## config.mk

```make
export PLATFORM = sky130hd
export DESIGN_NAME = player_hit_ctrl_flat
export DESIGN_NICKNAME = d
export VERILOG_FILES = /design/src/rtl/player_hit_ctrl_if.sv /design/src/rtl/player_hit_ctrl.sv /design/src/flat_wrapper.sv
export SDC_FILE = /design/constraint.sdc
export NUM_CORES = 1
export LEC_CHECK = 0
export CORE_MARGIN = 3
export CORE_UTILIZATION = 45
export CTS_CLUSTER_DIAMETER = 120
export DETAILED_ROUTE_END_ITERATION = 6
export DONT_BUFFER_PORTS = 1
export SETUP_SLACK_MARGIN = 0.02
export SLEW_MARGIN = 20
export SYNTH_ARGS = -nofsm -noshare
export SYNTH_HDL_FRONTEND = slang
export SYNTH_SLANG_ARGS = --single-unit
export TNS_END_PERCENT = 5
```

## constraint.sdc

```tcl
create_clock -name clk -period 2.1 [get_ports clk]
set_input_delay 0.21 -clock clk [delete_from_list [all_inputs] [get_ports clk]]
set_output_delay 0.21 -clock clk [all_outputs]
set_load 0.03 [all_outputs]
```

## src/rtl/player_hit_ctrl_if.sv

```systemverilog
// Signal bundle between player_hit_ctrl and its neighbours: collision detectors,
// lives counter, restart key, player sprite and player movement logic.
interface player_hit_ctrl_if;
  logic startOfFrame;
  logic col_explosion;
  logic col_enemy;
  logic player_died;
  logic restart_req;
  logic player_hit;
  logic lives_reset;
  logic invulnerable;
  logic player_visible;
  logic freeze_player;
  logic game_over;

  // The game side drives the raw events and consumes the control outputs.
  modport master (
    output startOfFrame, col_explosion, col_enemy, player_died, restart_req,
    input  player_hit, lives_reset, invulnerable, player_visible,
           freeze_player, game_over
  );

  modport slave (
    input  startOfFrame, col_explosion, col_enemy, player_died, restart_req,
    output player_hit, lives_reset, invulnerable, player_visible,
           freeze_player, game_over
  );
endinterface

```

## src/rtl/player_hit_ctrl.sv

```systemverilog
// Player hit / invulnerability / death / restart sequencer with registered outputs.
// Optional sprite blinking during invulnerability: define PLAYER_HIT_BLINK_EN.
module player_hit_ctrl #(
  parameter int INVULN_FRAMES = 120,
  parameter int BLINK_PERIOD  = 8,
  parameter int DEATH_FRAMES  = 90
) (
  input logic              clk,
  input logic              resetN,
  player_hit_ctrl_if.slave bus
);

  typedef enum logic [2:0] {
    ALIVE,
    INVULN,
    DYING,
    GAME_OVER,
    RESPAWN
  } state_t;

  localparam logic [7:0] INVULN_LOAD = 8'(INVULN_FRAMES);
  localparam logic [7:0] DEATH_LOAD  = 8'(DEATH_FRAMES);

`ifdef PLAYER_HIT_BLINK_EN
  localparam logic [7:0] BLINK_LAST  = 8'(BLINK_PERIOD - 1);
  localparam logic       ENTRY_VIS   = 1'b0;
`else
  localparam logic       ENTRY_VIS   = 1'b1;
`endif

  state_t     state;
  logic [7:0] frame_cnt;
`ifdef PLAYER_HIT_BLINK_EN
  logic [7:0] blink_cnt;
`endif
  logic       restart_prev;

  logic collision;
  logic restart_rise;

  assign collision    = bus.col_explosion | bus.col_enemy;
  assign restart_rise = bus.restart_req & ~restart_prev;

  // NOTE: every register here uses <= so each branch sees last-cycle values and
  // the pulse defaults at the top are cleanly overridden later in the block.
  always_ff @(posedge clk or negedge resetN) begin
    if (!resetN) begin
      state              <= ALIVE;
      frame_cnt          <= '0;
`ifdef PLAYER_HIT_BLINK_EN
      blink_cnt          <= '0;
`endif
      restart_prev       <= 1'b0;
      bus.player_hit     <= 1'b0;
      bus.lives_reset    <= 1'b0;
      bus.invulnerable   <= 1'b0;
      bus.player_visible <= 1'b1;
      bus.freeze_player  <= 1'b0;
      bus.game_over      <= 1'b0;
    end else begin
      bus.player_hit  <= 1'b0;
      bus.lives_reset <= 1'b0;
      restart_prev    <= bus.restart_req;

      unique case (state)
        ALIVE: begin
          if (bus.player_died) begin
            state              <= DYING;
            frame_cnt          <= DEATH_LOAD;
            bus.freeze_player  <= 1'b1;
            bus.player_visible <= 1'b1;
          end else if (collision) begin
            state              <= INVULN;
            frame_cnt          <= INVULN_LOAD;
`ifdef PLAYER_HIT_BLINK_EN
            blink_cnt          <= '0;
`endif
            bus.player_hit     <= 1'b1;
            bus.invulnerable   <= 1'b1;
            bus.player_visible <= ENTRY_VIS;
          end
        end

        INVULN: begin
          if (bus.player_died) begin
            state              <= DYING;
            frame_cnt          <= DEATH_LOAD;
            bus.invulnerable   <= 1'b0;
            bus.freeze_player  <= 1'b1;
            bus.player_visible <= 1'b1;
          end else if (bus.startOfFrame) begin
            if (frame_cnt == 8'd1) begin
              state              <= ALIVE;
              bus.invulnerable   <= 1'b0;
              bus.player_visible <= 1'b1;
            end else begin
              frame_cnt <= frame_cnt - 8'd1;
`ifdef PLAYER_HIT_BLINK_EN
              if (blink_cnt == BLINK_LAST) begin
                blink_cnt          <= '0;
                bus.player_visible <= ~bus.player_visible;
              end else begin
                blink_cnt <= blink_cnt + 8'd1;
              end
`endif
            end
          end
        end

        DYING: begin
          if (bus.startOfFrame) begin
            if (frame_cnt == 8'd1) begin
              state              <= GAME_OVER;
              bus.game_over      <= 1'b1;
              bus.player_visible <= 1'b0;
            end else begin
              frame_cnt <= frame_cnt - 8'd1;
            end
          end
        end

        GAME_OVER: begin
          // Edge-detect so a key still held from play cannot skip the screen.
          if (restart_rise) begin
            state           <= RESPAWN;
            bus.lives_reset <= 1'b1;
            bus.game_over   <= 1'b0;
          end
        end

        RESPAWN: begin
          // player_died clears only after the lives counter applied the reload.
          if (!bus.player_died) begin
            state              <= INVULN;
            frame_cnt          <= INVULN_LOAD;
`ifdef PLAYER_HIT_BLINK_EN
            blink_cnt          <= '0;
`endif
            bus.invulnerable   <= 1'b1;
            bus.freeze_player  <= 1'b0;
            bus.player_visible <= ENTRY_VIS;
          end
        end

        default: begin
          state              <= ALIVE;
          bus.invulnerable   <= 1'b0;
          bus.freeze_player  <= 1'b0;
          bus.game_over      <= 1'b0;
          bus.player_visible <= 1'b1;
        end
      endcase
    end
  end

endmodule

```

## src/flat_wrapper.sv

```systemverilog
// flat-port wrapper written by rule: the top's interface ports become plain ports
module player_hit_ctrl_flat 
#(
  parameter int INVULN_FRAMES = 120,
  parameter int BLINK_PERIOD  = 8,
  parameter int DEATH_FRAMES  = 90
)
  (clk, resetN, bus_startOfFrame, bus_col_explosion, bus_col_enemy, bus_player_died, bus_restart_req, bus_player_hit, bus_lives_reset, bus_invulnerable, bus_player_visible, bus_freeze_player, bus_game_over);
  player_hit_ctrl_if bus_i ();
  input logic clk;
  input logic resetN;
  input wire logic [$bits(bus_i.startOfFrame)-1:0] bus_startOfFrame;
  input wire logic [$bits(bus_i.col_explosion)-1:0] bus_col_explosion;
  input wire logic [$bits(bus_i.col_enemy)-1:0] bus_col_enemy;
  input wire logic [$bits(bus_i.player_died)-1:0] bus_player_died;
  input wire logic [$bits(bus_i.restart_req)-1:0] bus_restart_req;
  output wire logic [$bits(bus_i.player_hit)-1:0] bus_player_hit;
  output wire logic [$bits(bus_i.lives_reset)-1:0] bus_lives_reset;
  output wire logic [$bits(bus_i.invulnerable)-1:0] bus_invulnerable;
  output wire logic [$bits(bus_i.player_visible)-1:0] bus_player_visible;
  output wire logic [$bits(bus_i.freeze_player)-1:0] bus_freeze_player;
  output wire logic [$bits(bus_i.game_over)-1:0] bus_game_over;
  assign bus_i.startOfFrame = bus_startOfFrame;
  assign bus_i.col_explosion = bus_col_explosion;
  assign bus_i.col_enemy = bus_col_enemy;
  assign bus_i.player_died = bus_player_died;
  assign bus_i.restart_req = bus_restart_req;
  assign bus_player_hit = bus_i.player_hit;
  assign bus_lives_reset = bus_i.lives_reset;
  assign bus_invulnerable = bus_i.invulnerable;
  assign bus_player_visible = bus_i.player_visible;
  assign bus_freeze_player = bus_i.freeze_player;
  assign bus_game_over = bus_i.game_over;
  player_hit_ctrl #(.INVULN_FRAMES(INVULN_FRAMES), .BLINK_PERIOD(BLINK_PERIOD), .DEATH_FRAMES(DEATH_FRAMES)) u_core (.clk(clk), .resetN(resetN), .bus(bus_i));
endmodule
```

# Yosys cells after proc, flatten, opt, wreduce, memory -nomap -nowiden
# Index checks and enable logic that the tools add are counted.
# classes
add_sub_neg	1
n_mul	0
n_div	0
order_cmp	0
eq_ne	15
shifts	0
muxes	39
bitwise_logic	6
n_reduce_logical	11
# ops
op	n
$mux W8	6
$pmux W8 S4	1
$mux W3	9
$mux W1	18
$pmux W3 S5	1
$reduce_and A7 Y1	2
$eq A8 B1 Y1 const B	1
$ne A2 B1 Y1 const B	4
$sub A8 B1 Y8 const B	1
$eq A3 B2 Y1 const B	2
$ne A2 B2 Y1 const B	3
$ne A3 B2 Y1 const B	2
$pmux W1 S3	2
$reduce_and A3 Y1	2
$reduce_and A6 Y1	1
$pmux W1 S5	1
$not A1 Y1	4
$pmux W1 S4	1
$reduce_and A4 Y1	1
$reduce_bool A4 Y1	1
$reduce_or A2 Y1	2
$eq A3 B1 Y1 const B	1
$eq A3 B3 Y1 const B	1
$logic_not A3 Y1	1
other kinds (4)	4
# totals
reg_bits	18
latchBits	0
ramBits	0
mem_bits_ro	0
input_bits	7
out_inout_bits	6
mem_count	0

# Depth between registers and ports, before layout
# depth
depth_word	5
mapped_depth	6

# Least setup slack after synthesis
# Ideal clock, no wire load.
# synth_path
kind	reg2reg
start	register u_core.frame_cnt[1]
end	register u_core.bus.invulnerable
setup_ps	125
arrival_ps	1528
required_time_ps	1975
path_slack_ps	448
path_stages_with_launch	7
n_path_buf	0
period_less_slack_ps	1652
path_cell_list	dfrtp_1 inv_1 ha_1 and4bb_2 a21oi_2 nor3b_1 mux2_2
# synth_via
elab_chain_len	3
# synth_rtl
element	line_no	rtl
start, declared	player_hit_ctrl.sv:32	logic [7:0] frame_cnt;
start signal, assigned	player_hit_ctrl.sv:97	frame_cnt <= frame_cnt - 8'd1;
start signal, assigned	player_hit_ctrl.sv:117	frame_cnt <= frame_cnt - 8'd1;
$eq A8 B1 Y1	player_hit_ctrl.sv:92	if (frame_cnt == 8'd1) begin
$ne A3 B2 Y1 (no source line)	-	
$reduce_and A6 Y1 (no source line)	-	
end signal, assigned	player_hit_ctrl.sv:79	bus.invulnerable <= 1'b1;
end signal, assigned	player_hit_ctrl.sv:88	bus.invulnerable <= 1'b0;
end signal, assigned	player_hit_ctrl.sv:94	bus.invulnerable <= 1'b0;
end, declared	player_hit_ctrl_if.sv:25	output player_hit, lives_reset, invulnerable, player_visible,
# Every way passes these cells.
# A chain may end at the register's enable or synchronous reset.

# Final worst setup path
# layout_path
start	register u_core.state[1]
end	register u_core.frame_cnt[3]
# layout_via
elab_chain_len	3
# layout_rtl
element	line_no	rtl
start, declared	player_hit_ctrl.sv:31	state_t state;
start signal, assigned	player_hit_ctrl.sv:48	state <= ALIVE;
start signal, assigned	player_hit_ctrl.sv:68	state <= DYING;
start signal, assigned	player_hit_ctrl.sv:73	state <= INVULN;
$eq A3 B1 Y1 (tied with other cells)	player_hit_ctrl.sv:65	unique case (state)
$reduce_bool A4 Y1 (no source line) (tied with other cells)	-	
$reduce_and A3 Y1 (no source line)	-	
# Parallel ways exist; a longest one is shown, timed or not.

==> flow_metrics.tcl <==
set metrics [dict create \
    dp_hpwl_um 1890 \
    synth_adder_area_share_pct 2.15 \
    synth_nets 132 \
    post-route-drc-count 0 \
    syn_inst 123 \
    max-vdd-ir-drop_mv 0.684 \
    final-hold-violation-count 0 \
    synthTopCellsByArea "dfrtp_1, a21oi_1, o21ai_0" \
    htree_levels 1 \
    gr-usage-all-layers_pct 17.4 \
    rsz0062_at_grt "false" \
    ant_nets 0 \
    wl_per_cell_um 16.7 \
    initial_utilization_pct 49.7 \
    io_pins 13 \
    synth_mux_area_share_pct 1.94 \
    row_count 17 \
    dp_slack_ps 256 \
    core_area_sq_um 2340 \
    clk_pin_slew_worst_paths_ps 110 \
    yosys.area.top_type "dfrtp_1" \
    clockBufferDepth 2 \
    post_cts_buffers 0 \
    drtIter0Drc 41 \
    drv_cap 0 \
    synth_common_cells "dfrtp_1, nor2_1, a21oi_1, o21ai_0" \
    period_minus_slack_ps 1890 \
    synthesis.area_sq_um 1160 \
    die_w_um 56.8 \
    drive_gt1_share_pct 16.9 \
    grt.overflow.total 0 \
    crit_fanout 10 \
    p_int_uw 978 \
    p_seq_share_pct 38.6 \
    synth_top_family_by_area "compound AO/OA/AOI/OAI gates" \
    vias 989 \
    reg2reg_from "u_core.state[1]$_DFFE_PN0P_" \
    synth_edf_count 0 \
    synthArstFlopShare_pct 100 \
    tns_ps 0 \
    place_congestion 0.861 \
    p_comb_share_pct 49.3 \
    max_slew_margin_pct 45.3 \
    clkLatencyLatePin_ps 290 \
    swShare_pct 45.7 \
    whs_ps 96.6 \
    end_kind "register" \
    power_mw 1.80 \
    p_sw_uw 823 \
    vias_per_cell 6.26 \
    dominantRegCellSynth "dfrtp_1" \
    cts_tree "done" \
    tightestPinTransition_ps 819 \
    setup_violations 0 \
    drv_slew 0 \
    cts_num_sinks 18 \
    ys_seq_area_share_pct 38.9 \
    cp-startpoint "u_core.state[1]$_DFFE_PN0P_" \
    timing.final.crit_share_pct 90.0 \
    worstPathArrival_ps 2050 \
    multi_input_area_sq_um 666 \
    grt_pass1_vias 935 \
    seq_area_sq_um 452 \
    ys_ff_latch 18 \
    p_per_area_nw_per_um2 1410 \
    dr.pass1.iters 4 \
    worstSetupPathType "register to register" \
    fmax_mhz 529 \
    design.die.area_sq_um 3230 \
    cts_buffers 3 \
    final_net_count 140 \
    synth.distinct_cells 49 \
    routed_wl_um 2640 \
    status "completed" \
    fin_ws_ps 210 \
    grt_max_degree 19 \
    synth-compound-area-share_pct 26.8 \
    antennaDiodeCount 0 \
    portBuffers 0 \
    hp-class "input port to register" \
    clock-root-buffer "clkbuf_4" \
    yosys_warnings 0 \
    syn2layout_area_growth_pct 10.1 \
    synth_most_common_cell "dfrtp_1" \
    synth_simple_gate_area_share_pct 24.7 \
    antenna_found_initial 0 \
    synth_top_area_share_pct 36.6 \
    grt_pass1_wl_um 4510 \
    synth-xor-area-share_pct 0.753 \
    die_height_um 56.8 \
    worst_clock_skew_ps 2.84 \
    hp-start "bus_player_died" \
    postSynthAreaPerCell_sq_um 9.45 \
    start_kind "register" \
    power_leakage_nw 0.548 \
    clock_power_share_pct 12.2 \
    cp.required_ps 2260 \
    fillers 230 \
]
==> critical path, cell delays in order (launching register included) <==
cell	delay, ps
dfrtp_1	490
or4b_1	610
o21ai_1	330
a21boi_0	170
a2bb2oi_1	160
==> metrics by stage <==
| step | cell area, sq um | std cells | utilization [%] |
|---|---|---|---|
| after global placement | 1210 | 152 | 51.8 |
| final | 1280 | 158 | 54.7 |
| after detailed placement | 1210 | 152 | 51.8 |
| after CTS | 1270 | 158 | 54.2 |
| after floorplan | 1160 | 123 | - |
| after global routing | 1280 | 158 | 54.7 |
==> worst paths after layout <==
kind	endpoint	depth (start not counted)	slack [ps]
setup / recovery	u_core.frame_cnt[3]$_DFFE_PN0P_	4	210
hold / removal	u_core.bus.player_hit$_DFF_PN0_	2	100
setup reg to reg	u_core.frame_cnt[3]$_DFFE_PN0P_	4	210
hold reg to reg	u_core.frame_cnt[0]$_DFFE_PN0P_	1	570
max in group asynchronous	u_core.frame_cnt[6]$_DFFE_PN0P_	1	1150
min in group asynchronous	u_core.frame_cnt[7]$_DFFE_PN0P_	1	440
==> timing repair <==
action                                  in CTS  in global routing
resized for setup                            0                  2
hold endpoints to repair                    19                  0
hold buffers                                 2                  0
endpoints found under the setup margin       0                  1
==> cell type report <==
cell class                 instances  area share (%)
tap                               28            2.74
multi-input combinational         93            52.0
timing repair buffer               8            5.08
sequential                        18            35.3
inverter                           7            2.05
clock buffer                       4            2.83
==> layer usage <==
| layer | vias to the layer above | routed length, um | global-route usage (%) |
|---|---|---|---|
| li1 | 472 | - | - |
| met1 | 483 | 1260 | 25.2 |
| met2 | 32 | 1180 | 27.1 |
| met3 | 2 | 185 | 2.76 |
| met4 | 0 | 14 | 3.97 |
| met5 | - | 0 | 0 |
==> flip-flops by register name, indices dropped and copies added, names as in the netlist <==
signal,flops
u_core.bus.game_over,1
u_core.bus.lives_reset,1
u_core.restart_prev,1
u_core.state,3
u_core.bus.invulnerable,1
u_core.bus.player_hit,1
u_core.bus.freeze_player,1
u_core.frame_cnt,8
u_core.bus.player_visible,1
==> cell families (layout without fill, tap and decap cells) <==
group | count (synthesis) | after routing
flops | 18 | 18
xor+xnor | 1 | 1
mux | 2 | 2
buf+inv | 12 | 19
simple gates | 44 | 44
fa+ha+maj | 2 | 2
compound gates | 44 | 44
==> power groups by stage <==
stage	Sequential (mW)	Combinational [mW]	Clock, mW
5_1_grt	0.720	0.990	0.243
3_5_place_dp	0.696	0.861	0
6_report	0.694	0.887	0.220
2_1_floorplan	0.643	0.698	0
3_3_place_gp	0.693	0.846	0
4_1_cts	0.688	0.876	0.232
==> placed cells by master, fill, tap and decap left out, types with 3 or more instances in the layout <==
cell type  synthesis  routed
a21o_1             3       3
a21oi_1            9       9
a31oi_1            3       3
buf_4              0       6
clkbuf_4           0       3
dfrtp_1           17      17
inv_1              7       7
nand2_1            7       7
nand4_1            3       3
nor2_1            10      10
nor2b_1            4       4
o21ai_0            8       8
Note: power is estimated with default switching activity, not from simulation.
